File: src/rtl/pwm_generator.sv
// Multi-channel PWM engine: a shared prescaler and period counter feed NUM_CH
// comparators whose duty values are shadowed and reloaded only at period wrap.
module pwm_generator #(
   parameter int NUM_CH   = 4,
   parameter int DUTY_W   = 8,
   parameter int PRESCALE = 16
) (
   input  logic              clk,
   input  logic              rst,
   input  logic [31:0]       pwm_cfg,
   output logic [NUM_CH-1:0] pwm_out,
   output logic              period_start
);

   localparam int              PW        = (PRESCALE > 1) ? $clog2(PRESCALE) : 1;
   localparam logic [PW-1:0]   PRESC_MAX = PW'(PRESCALE - 1);
   localparam int              USED_W    = NUM_CH * DUTY_W;

   logic [PW-1:0]     presc_reg;
   logic [PW-1:0]     presc_next;
   logic [DUTY_W-1:0] cnt_reg;
   logic [DUTY_W-1:0] cnt_next;
   logic              tick;
   logic              wrap;
   logic              period_start_reg;

   always_comb begin
      tick       = (presc_reg == PRESC_MAX);
      presc_next = tick ? '0 : presc_reg + PW'(1);
      cnt_next   = tick ? cnt_reg + DUTY_W'(1) : cnt_reg;
      wrap       = tick && (&cnt_reg);
   end

   always_ff @(posedge clk or negedge rst) begin
      if (!rst) begin
         presc_reg        <= '0;
         cnt_reg          <= '0;
         period_start_reg <= 1'b0;
      end else begin
         presc_reg        <= presc_next;
         cnt_reg          <= cnt_next;
         period_start_reg <= wrap;
      end
   end

   assign period_start = period_start_reg;

   // The comparator looks at the values being loaded this edge so the output
   // register lines up with cnt rather than trailing it by one clock.
   genvar gi;
   generate
      for (gi = 0; gi < NUM_CH; gi++) begin : g_ch
         logic [DUTY_W-1:0] shadow_reg;
         logic [DUTY_W-1:0] shadow_next;
         logic              out_reg;

         always_comb begin
            shadow_next = wrap ? pwm_cfg[gi*DUTY_W +: DUTY_W] : shadow_reg;
         end

         always_ff @(posedge clk or negedge rst) begin
            if (!rst) begin
               shadow_reg <= '0;
               out_reg    <= 1'b0;
            end else begin
               shadow_reg <= shadow_next;
               out_reg    <= (cnt_next < shadow_next);
            end
         end

         assign pwm_out[gi] = out_reg;
      end

      // Config bits beyond the active channels carry no meaning here.
      if (USED_W < 32) begin : g_spare
         logic unused_cfg_bits;
         assign unused_cfg_bits = ^pwm_cfg[31:USED_W];
      end
   endgenerate

endmodule
File: config.mk
export PLATFORM = sky130hd
export DESIGN_NAME = pwm_generator
export DESIGN_NICKNAME = d
export VERILOG_FILES = /design/src/rtl/pwm_generator.sv
export SDC_FILE = /design/constraint.sdc
export NUM_CORES = 1
export LEC_CHECK = 0
export CAP_MARGIN = 20
export CELL_PAD_IN_SITES_DETAIL_PLACEMENT = 0
export CELL_PAD_IN_SITES_GLOBAL_PLACEMENT = 1
export CORE_ASPECT_RATIO = 0.7
export CORE_MARGIN = 5
export CORE_UTILIZATION = 35
export DETAILED_ROUTE_END_ITERATION = 6
export PLACE_DENSITY = 0.75
export RECOVER_POWER = 50
export SYNTH_ARGS = -nofsm -noshare
export SYNTH_HDL_FRONTEND = slang
export SYNTH_SLANG_ARGS = --single-unit
File: constraint.sdc
create_clock -name clk -period 5.4 [get_ports clk]
set_clock_uncertainty 0.2 [all_clocks]
set_input_delay 0.81 -clock clk [delete_from_list [all_inputs] [get_ports clk]]
set_output_delay 0.81 -clock clk [all_outputs]
set_load 0.03 [all_outputs]
==> summary.txt, run 1 <==
Run status
  • Run status: complete, but fails checks
  • Violations in the final reports: max-capacitance violations, max-slew violations

Synthesis
  • Adder and majority cell fraction of the synthesized area: 13.1%
  • Post-Synth XOR/XNOR Area: 2.45%
  • Ys flop type: sky130_fd_sc_hd__dfrtp_1
  • Nets in the synthesized netlist: 292
  • Dominant cells by area after synthesis: sky130_fd_sc_hd__dfrtp_1, sky130_fd_sc_hd__ha_1, sky130_fd_sc_hd__mux2_2
  • Complex-gate fraction of the synthesized area: 8.06%
  • Post-synthesis cell type count: 27
  • Simple-Gate Fraction of Synth Area: 6.88%
  • Main combinational cell family by area after synthesis: multiplexers
  • Number of standard cells after synthesis: ~230
  • Seq/Total Area, Yosys: 42.9%
  • Top-area cell type share of the netlist area: 42.9%
  • Post-synth EDFFs: 0
  • Most area-hungry cell type in the Yosys netlist: sky130_fd_sc_hd__dfrtp_1
  • Number of warnings printed during yosys synthesis: 0
  • Proportion of register bits with asynchronous set or reset after synthesis: 100%
  • Post-synthesis mux area share: a little under a quarter
  • Synthesized area divided by synthesized cell count: 12.5 sq um
  • Synthesized area: 0.00286 sq mm
  • Post-synthesis register bit count: a little under 50

CTS
  • Worst skew pair latency: 0.28 ns
  • Cts hold-fix bufs: 0
  • Clock tree root buffer cell: sky130_fd_sc_hd__clkbuf_16
  • TritonCTS clock tree: yes
  • Post-CTS setup buffer count: 0
  • Max H-tree Level: 2
  • Buffers from clock root to sink, at most: 2
  • Cts bufs inserted: 5
  • Count of clock tree sinks: 49
  • Post-cts sizing count: 0
  • Clock-pin slew on the worst setup and hold paths: roughly 0.060 ns

Flow run
  • Max-cap check violation count: 1

Power
  • Psw: approximately 0.00014 W
  • Sequential share of power: 51.6%
  • Internal Pwr Total: 0.000570 W
  • Power density over the cells: 209 mW/mm^2
  • Combinational Power Share: 5.0%
  • Fraction of power spent switching nets: 19.8%
  • Tot Pwr: 0.000711 W
  • Worst ir drop on vdd: 0.120 mV
  • Leakage Power: 1.48 nW
  • Proportion of power drawn by the clock network: 43.3%

Layout
  • Flip-flop count of the largest register, all copies and words added: 32
  • Seq. cell area: 0.00123 sq mm
  • Antenna diode count: 0
  • Area of combinational cells with multiple inputs: 0.00152 sq mm
  • Layout-stage area growth over the synthesis result: 19.3%
  • Fill cell total of the finished layout: around 760
  • Final instance count without filler cells: 364
  • Utilization of the core after routing: between 40% and 50%
  • Fraction of layout instances using a drive strength above 1: ~14%
  • Final net count: 327

Routing
  • Detail-routed net length per standard cell: about 16 microns
  • DRC errors left: 0
  • Pre-Repair DR Iteration Count: 4
  • Via density per instance: a little over 5
  • Routed via count: 1884
  • Routed wire length: 5750 microns
  • Number of nets with antenna violations after routing: 0
  • Violation count after the first detailed-route iteration: 56

Worst setup path
  • Critical path, cell by cell: ha_1, and3_1, nand4_4, nor2_8, buf_4, mux2i_1, ha_1, a21o_1, a211oi_1, o21ai_0, a31oi_1
  • Required time worst endpoint: 5.40 ns
  • Arrival time reported for the critical path endpoint: 3.60 ns
  • Max incr delay on CP: around 0.66 ns
  • Startpoint-to-endpoint class of the critical path: reg2reg
  • Top cell family by delay on the critical path: simple AND/OR/NAND/NOR gates
  • Slowest CP cell: sky130_fd_sc_hd__nor2_8
  • Nature of the critical path startpoint: flop
  • Sum of buffers and inverters on the critical path: 1
  • CP Max Fanout: 45
  • Cell mode on critical path: sky130_fd_sc_hd__ha_1
  • Crit end category: flop

Placed design
  • Port Buf Inserts: 38
  • Final weighted congestion in routability-driven placement: approximately 0.8
  • DP Wirelength: 4380 microns
  • Placed cell count: about 360

GRT
  • Number of global-route vias before repair: slightly below 2000
  • Remaining Overflow, GRT: 0
  • Number of antenna violations at the first check in global routing: 0
  • Wire length of the first global-routing pass: 9920 microns
  • Gr usage total: 12.1%
  • Maximum number of pins on one net before global-route repair: 46

Floorplan
  • Starting density of the core: 36.1%
  • IO Pins: 39
  • Y dimension of the die: 85.6 microns
  • Placeable Area: 0.00791 sq mm
  • Std-Cell Rows: 27
  • Die outline width: 118 microns
  • DIE AREA: 0.0101 sq mm

Min path
  • Class of the worst hold path: reg2reg

STA
  • Fmax: 0.278 GHz
  • Period minus WS final: around 3.6 ns
  • Final worst hold slack: 0.285 ns
  • Final Max Slew Viols: 35
  • Accumulated negative setup slack: 0 ns
  • Headroom to the max-slew limit: -29.5%
  • Hold violation total from the final report: 0
  • Measured slew at the worst slew-check pin: 1.94 ns
  • Ratio of final minimum period to clock period: 66.6%
  • RSZ-0062 raised after global routing: no
  • Final setup violation count: 0
## worst paths after layout
check	slack, ns	startpoint	cells after the start	endpoint
worst max-delay path	1.81	presc_reg[0]	11	g_ch[0].out_reg
worst min-delay path	0.29	presc_reg[0]	1	presc_reg[0]
worst max register to register	1.81	presc_reg[0]	11	g_ch[0].out_reg
worst min register to register	0.29	presc_reg[0]	1	presc_reg[0]
max in group asynchronous	2.30	rst	2	g_ch[0].shadow_reg[6]
min in group asynchronous	0.40	rst	1	g_ch[2].shadow_reg[3]
## per-stage QoR
step / setup slack (ns) / cell area, sq um
4_1_cts: 1.74 / 3430
2_1_floorplan: 2.67 / 2860
5_1_grt: 1.50 / 3410
3_5_place_dp: 1.77 / 3280
6_report: 1.81 / 3410
3_3_place_gp: 1.84 / 3260
## synth_stat cells, drive strengths merged (5+ instances only)
master,count
dfrtp,49
mux2,33
ha,30
mux2i,28
nand3,16
buf,12
a21oi,8
a211oi,6
a21o,6
a31oi,5
o21ai,5
xnor2,5
## area by class of cell
type                       count  share of cell area, %
clock buffer                   7                   4.19
tap                          101                   3.71
multi-input combinational    166                   44.7
inverter                       1                  0.110
timing repair buffer          40                   11.3
sequential                    49                   36.0
## cells by family after synthesis
kind of cell             Yosys count
buffers and inverters             13
adder cells (fa/ha/maj)           30
multiplexers                      61
AO/OA/AOI/OAI                     35
XOR/XNOR                           8
AND/OR/NAND/NOR                   32
flip-flops                        49
## cells in the final DEF, fill, tap and decap left out, drive strengths merged
| master | synthesis | routed |
|---|---|---|
| mux2 | 33 | 33 |
| or2 | 1 | 1 |
| clkdlybuf4s50 | 0 | 37 |
| nand4 | 4 | 4 |
| xnor2 | 5 | 5 |
| ha | 30 | 30 |
| dfrtp | 49 | 49 |
| buf | 12 | 1 |
| nand2 | 4 | 4 |
| a211o | 2 | 2 |
| nor2 | 4 | 4 |
| mux2i | 28 | 28 |
| inv | 1 | 1 |
| o21ai | 5 | 5 |
| a21oi | 8 | 8 |
| a211oi | 6 | 6 |
| a21o | 6 | 6 |
| clkbuf | 0 | 9 |
| and4 | 2 | 2 |
| o2111ai | 3 | 3 |
| xor2 | 3 | 3 |
| nand3 | 16 | 16 |
| a31oi | 5 | 5 |
| and3 | 1 | 1 |
## power groups by stage
stage	clock network, W	registers [W]	logic [W]
finish	0.000308	0.000367	0.0000357
global route	0.000340	0.000367	0.0000395
CTS	0.000320	0.000367	0.0000384
detailed placement	0	0.000374	0.0000382
global placement	0	0.000374	0.0000362
floorplan	0	0.000374	0.000000720
## metal layers
metal  track usage [%]  wire [microns]  vias up
met5                 0               0        -
met4              1.35              55        0
met3              3.36             246       10
met2              17.9            2360       38
met1              18.2            3090      904
li1                  -               -      932
(Power assumes the default switching activity.)
==> run 2, diff against run 1 <==
- PLACE_DENSITY: 0.75 -> 0.78
- clock period: 5.4 -> 3.3 ns (I/O delays scaled with it)
==> run 2 against run 1 <==
Against the previous run:
- the flow now finishes without violations
- via count is 3.5% higher
- hold slack worse by 0.00081 ns
- register-to-register slack worse by 1.5 ns
- largest power group unchanged
- highest routed layer unchanged
==> summary.txt, run 2 (same netlist as run 1, synthesis figures left out) <==
Run status
  • Run status: finished clean

Min path
  • Start point of the worst min-delay path: g_ch[1].shadow_reg[4]
  • Class of the worst hold path: reg2reg

STA
  • Ratio of final minimum period to clock period: 90.3% (+24 points)
  • RSZ-0062 raised after global routing: no
  • Period minus WS final: 2.98 ns (-0.614 ns)
  • Final worst hold slack: 0.285 ns (-0.000808 ns)
  • Final Max Slew Viols: 0 (-100%)
  • Accumulated negative setup slack: 0 ns (unchanged)
  • Fmax: 0.335 GHz (+21%)
  • Hold violation total from the final report: 0 (unchanged)
  • Measured slew at the worst slew-check pin: 0.871 ns (-1.07 ns)
  • Headroom to the max-slew limit: 41.9% (+71 points)
  • Final setup violation count: 0 (unchanged)

Worst setup path
  • Crit path from: presc_reg[0]
  • Critical path, cell by cell: ha_1, and3_1, nand4_4, nor2_8, buf_4, mux2i_1, ha_1, a21o_1, a211oi_1, o21ai_0, a31oi_1
  • Worst r2r src: presc_reg[0]
  • Crit end category: flop
  • Arrival time reported for the critical path endpoint: 3.00 ns (-0.60 ns)
  • Required time worst endpoint: 3.31 ns (-2.09 ns)
  • Nature of the critical path startpoint: flop
  • Startpoint-to-endpoint class of the critical path: reg2reg
  • Cell mode on critical path: sky130_fd_sc_hd__ha_1
  • Slowest CP cell: sky130_fd_sc_hd__dfrtp_1
  • Max incr delay on CP: 0.39 ns (-0.27 ns)
  • CP Max Fanout: 8 (-82%)

CTS
  • Buffers from clock root to sink, at most: 2 (unchanged)
  • Clock tree root buffer cell: sky130_fd_sc_hd__clkbuf_16
  • Worst skew pair latency: 0.29 ns (about the same)
  • TritonCTS clock tree: yes
  • Clock-pin slew on the worst setup and hold paths: 0.06 ns (about the same)
  • Cts bufs inserted: 5 (unchanged)
  • Max H-tree Level: 2 (unchanged)
  • Count of clock tree sinks: 49 (unchanged)

Routing
  • Violation count after the first detailed-route iteration: 129 (+130%)
  • Routed wire length: 6100 microns (+6.1%)
  • Pre-Repair DR Iteration Count: 4 (unchanged)
  • Routed via count: 1949 (+3.5%)
  • Number of nets with antenna violations after routing: 0 (unchanged)
  • DRC errors left: 0 (unchanged)
  • Via density per instance: 5.13 (-0.91%)
  • Detail-routed net length per standard cell: 16.1 microns (+1.6%)

Flow run
  • Max-cap check violation count: 0 (-1)

Layout
  • Top library cells by usage in the layout, fill and taps aside: sky130_fd_sc_hd__dfrtp_1, sky130_fd_sc_hd__clkdlybuf4s50_1, sky130_fd_sc_hd__ha_1
  • Flip-flop count of the largest register, all copies and words added: 32 (unchanged)
  • Fill cell total of the finished layout: 753 (-1.2%)
  • Antenna diode count: 0 (unchanged)
  • Most common library cell in the layout ignoring fill and taps: sky130_fd_sc_hd__dfrtp_1
  • Layout-stage area growth over the synthesis result: 24.8%
  • Final net count: 342 (+4.6%)
  • Fraction of layout instances using a drive strength above 1: 19.7% (+5.3 points)
  • Utilization of the core after routing: 45.1% (+2.0 points)

GRT
  • Number of antenna violations at the first check in global routing: 0 (unchanged)
  • Maximum number of pins on one net before global-route repair: 35 (-24%)
  • Wire length of the first global-routing pass: 10200 microns (+3.3%)
  • Number of global-route vias before repair: 2063 (+6.6%)
  • Gr usage total: 12.6% (+0.48 points)
  • Remaining Overflow, GRT: 0 (unchanged)

Floorplan
  • Die outline width: 118 microns (unchanged)
  • Placeable Area: 0.00791 sq mm (unchanged)
  • Starting density of the core: 36.1% (unchanged)
  • Y dimension of the die: 85.6 microns (unchanged)
  • DIE AREA: 0.0101 sq mm (unchanged)
  • Std-Cell Rows: 27 (unchanged)
  • IO Pins: 39 (unchanged)

Placed design
  • Port Buf Inserts: 38 (unchanged)
  • DP Wirelength: 4750 microns (+8.5%)
  • Final weighted congestion in routability-driven placement: 0.790 (-0.43%)

Power
  • Internal Pwr Total: 0.000957 W (+68%)
  • Leakage Power: 1.58 nW (+6.7%)
  • Psw: 0.000245 W (+74%)
  • Sequential share of power: 49.9% (-1.7 points)
  • Power density over the cells: 337 mW/mm^2 (+62%)
  • Worst ir drop on vdd: 0.159 mV (+32%)
  • Combinational Power Share: 4.9% (about the same)
  • Proportion of power drawn by the clock network: 45.2% (+1.9 points)
  • Fraction of power spent switching nets: 20.4% (+0.62 points)
[run 2: cell type report]
type / count / area, sq um / share of cell area (%)
multi-input cells: 166 / 1520 / 42.8
clock buffers: 7 / 153 / 4.28
clock inverters: 1 / 5.00 / 0.140
inverters: 1 / 3.75 / 0.105
repair buffers: 55 / 527 / 14.8
flip-flops and latches: 49 / 1230 / 34.4
well taps: 101 / 126 / 3.55
[run 2: metal layers]
layer / global-route usage, % / routed length [microns] / part of all wire [%]
met1: 17.6 / 3130 / 51
met2: 18.9 / 2620 / 43
met3: 4.02 / 296 / 4.9
met4: 3.33 / 60 / 0.98
met5: 0 / 0 / 0
[run 2: final timing paths]
kind,endpoint,slack (ns),cells after the start
max,g_ch[0].out_reg,0.32,11
max reg2reg,g_ch[0].out_reg,0.32,11
max in group asynchronous,g_ch[0].out_reg,0.92,3
min,g_ch[1].shadow_reg[4],0.28,1
min in group asynchronous,g_ch[2].shadow_reg[3],0.63,2
min reg2reg,g_ch[1].shadow_reg[4],0.28,1
[run 2: per-stage QoR]
| step | setup WS [ns] | power [W] | instances | cell area [sq um] |
|---|---|---|---|---|
| after floorplan | 0.566 | 0.000613 | 228 | 2860 |
| after global routing | 0.0793 | 0.00125 | 380 | 3560 |
| after CTS | 0.200 | 0.00122 | 378 | 3550 |
| after detailed placement | 0.236 | 0.000671 | 369 | 3390 |
| after global placement | 0.324 | 0.000671 | 369 | 3390 |
| final | 0.319 | 0.00120 | 380 | 3560 |
[run 2: power groups by stage]
stage | Sequential [W] | Clock (W) | Combinational, W
after floorplan | 0.000612 | 0 | 0.00000118
after global placement | 0.000612 | 0 | 0.0000589
after detailed placement | 0.000612 | 0 | 0.0000589
after CTS | 0.000600 | 0.000561 | 0.0000602
after global routing | 0.000600 | 0.000586 | 0.0000643
final | 0.000600 | 0.000543 | 0.0000584
[run 2: worst max-delay path, delay by kind of cell, from the launching register on]
kind | cells | cell delay (ns)
AND/OR/NAND/NOR | 3 | 0.75
AO/OA/AOI/OAI | 4 | 0.68
adder cells (fa/ha/maj) | 2 | 0.53
flip-flops | 1 | 0.39
multiplexers | 1 | 0.23
buffers and inverters | 1 | 0.15
[run 2: timing repair]
action | in CTS | in global routing
hold buffers | 1 | 0
buffers inserted | 0 | 2
endpoints found under the setup margin | 0 | 4
hold endpoints to repair | 15 | 0
gates resized for setup | 0 | 0
==> RTL change, RTL diff (flow settings as in run 2) <==
Add an input register stage for `pwm_cfg`; this delays it by one clock.
--- a/src/rtl/pwm_generator.sv
+++ b/src/rtl/pwm_generator.sv
@@ -15,6 +15,12 @@
    localparam int              PW        = (PRESCALE > 1) ? $clog2(PRESCALE) : 1;
    localparam logic [PW-1:0]   PRESC_MAX = PW'(PRESCALE - 1);
    localparam int              USED_W    = NUM_CH * DUTY_W;
+
+   logic [31:0] pwm_cfg_q;
+
+   always_ff @(posedge clk) begin
+      pwm_cfg_q <= pwm_cfg;
+   end
 
    logic [PW-1:0]     presc_reg;
    logic [PW-1:0]     presc_next;
@@ -55,7 +61,7 @@
          logic              out_reg;
 
          always_comb begin
-            shadow_next = wrap ? pwm_cfg[gi*DUTY_W +: DUTY_W] : shadow_reg;
+            shadow_next = wrap ? pwm_cfg_q[gi*DUTY_W +: DUTY_W] : shadow_reg;
          end
 
          always_ff @(posedge clk or negedge rst) begin
@@ -74,7 +80,7 @@
       // Config bits beyond the active channels carry no meaning here.
       if (USED_W < 32) begin : g_spare
          logic unused_cfg_bits;
-         assign unused_cfg_bits = ^pwm_cfg[31:USED_W];
+         assign unused_cfg_bits = ^pwm_cfg_q[31:USED_W];
       end
    endgenerate
 
Formal check against the unedited RTL: no difference found for any inputs over 10 cycles, from zero or initial values and one cycle with rst low; that may be too few to reach the edited logic, so the function may still have changed.
==> RTL change against run 2 <==
- the run now ends with max-capacitance violations, max-slew violations left
- combinational power fell by 27%
- setup slack improved by 26 ps
- first-iteration DRC count rose by 7.0%
- routed wire length rose by 14%
- worst hold slack got worse by 2.0 ps
- synthesized area rose by 22%
- sequential power rose by 70%
- non-clock buffer count rose by 3
- sequential cell count rose by 32
- design area rose by 24%
- total power rose by 78%
- synthesized cell count rose by 14%
==> RTL change: results (changes against run 2) <==
stage;metric;value;unit;change
place;GPL Wtd Cong;0.830;;+5.0%
final_layout;bufs w/o clock;58;;+5.5%
outcome;outcome;finished with violations;;
synth;post-synthesis net count;324;;+11%
final_layout;sequential share of cell area;42.3;%;+7.9 points
power;net switching power;402;µW;+64%
job;Max Cap Viol;1;;+1
clock_tree;clk_lat worst skew;330;ps;+40 ps
place;Final HPWL DP;5.11;mm;+7.6%
place;Placement Setup Slack;138;ps;-98.6 ps
synth;compound-cell area share of the yosys netlist;6.58;%;-1.5 points
final_layout;sequential cells;81;;+65%
sta;pins over their slew limit;32;;+32
global_routing;GRT met2 Usage;19.3;%;+0.32 points
global_routing;global-route wire length before repair;11.6;mm;+13%
route;Routed met3 length;422;µm;+43%
synth;ranking of synthesized cells by area;dfrtp_1, dfxtp_1, ha_1;;
synth;Synth Area per Inst;13.5;µm²;+7.4%
outcome;violated checks;max-capacitance violations, max-slew violations;;
power;static leakage;0.00195;µW;+23%
power;sequential power;1020;µW;+70%
sta;Worst Max-Slew Pin Slew;1690;ps;+822 ps
setup_path;CP arrival;3020;ps;+20 ps
synth;Post-synth top cells;dfrtp_1, dfxtp_1, ha_1;;
synth;mux contribution to synthesized area;18.6;%;-4.2 points
route;wl on met1;3.42;mm;+9.5%
place;placed inst area;4070;µm²;+20%
final_layout;buffering overhead;12.1;%;-2.7 points
power;VDD IR max;267;µV;+68%
route;Starting DRT DRC Count;138;;+7.0%
route;routed length per placed instance;15.5;µm;-3.4%
final_layout;Net count, final;381;;+11%
power;Sw Share;18.8;%;-1.6 points
route;vias;2149;;+10%
synth;share of synthesized registers carrying an async set or reset;60.5;%;-40 points
route;WL met2;3.03;mm;+16%
final_layout;fraction of area in multi-input gates;34.6;%;-8.2 points
setup_path;CP Max Fanout;23;;+15
final_layout;fill count;879;;+17%
route;vias per cell;4.78;;-6.9%
power;clock network fraction of total power;50.4;%;+5.2 points
-- RTL change: cell count changes after synthesis --
| cell | change |
|---|---|
| dfxtp_1 | +32 |
-- RTL change: path summary, 6_finish.rpt --
check                           slack [ps]                    from  depth (start not counted)                         endpoint
worst min register to register         280   pwm_cfg_q[18]$_DFF_P_                          1  g_ch[2].shadow_reg[2]$_DFF_PN0_
worst min-delay path                   280   pwm_cfg_q[18]$_DFF_P_                          1  g_ch[2].shadow_reg[2]$_DFF_PN0_
min in group asynchronous              390                     rst                          1  g_ch[3].shadow_reg[1]$_DFF_PN0_
max in group asynchronous              780                     rst                          2  g_ch[1].shadow_reg[4]$_DFF_PN0_
worst max register to register         350  presc_reg[0]$_DFF_PN0_                         11        g_ch[1].out_reg$_DFF_PN0_
worst max-delay path                   350  presc_reg[0]$_DFF_PN0_                         11        g_ch[1].out_reg$_DFF_PN0_
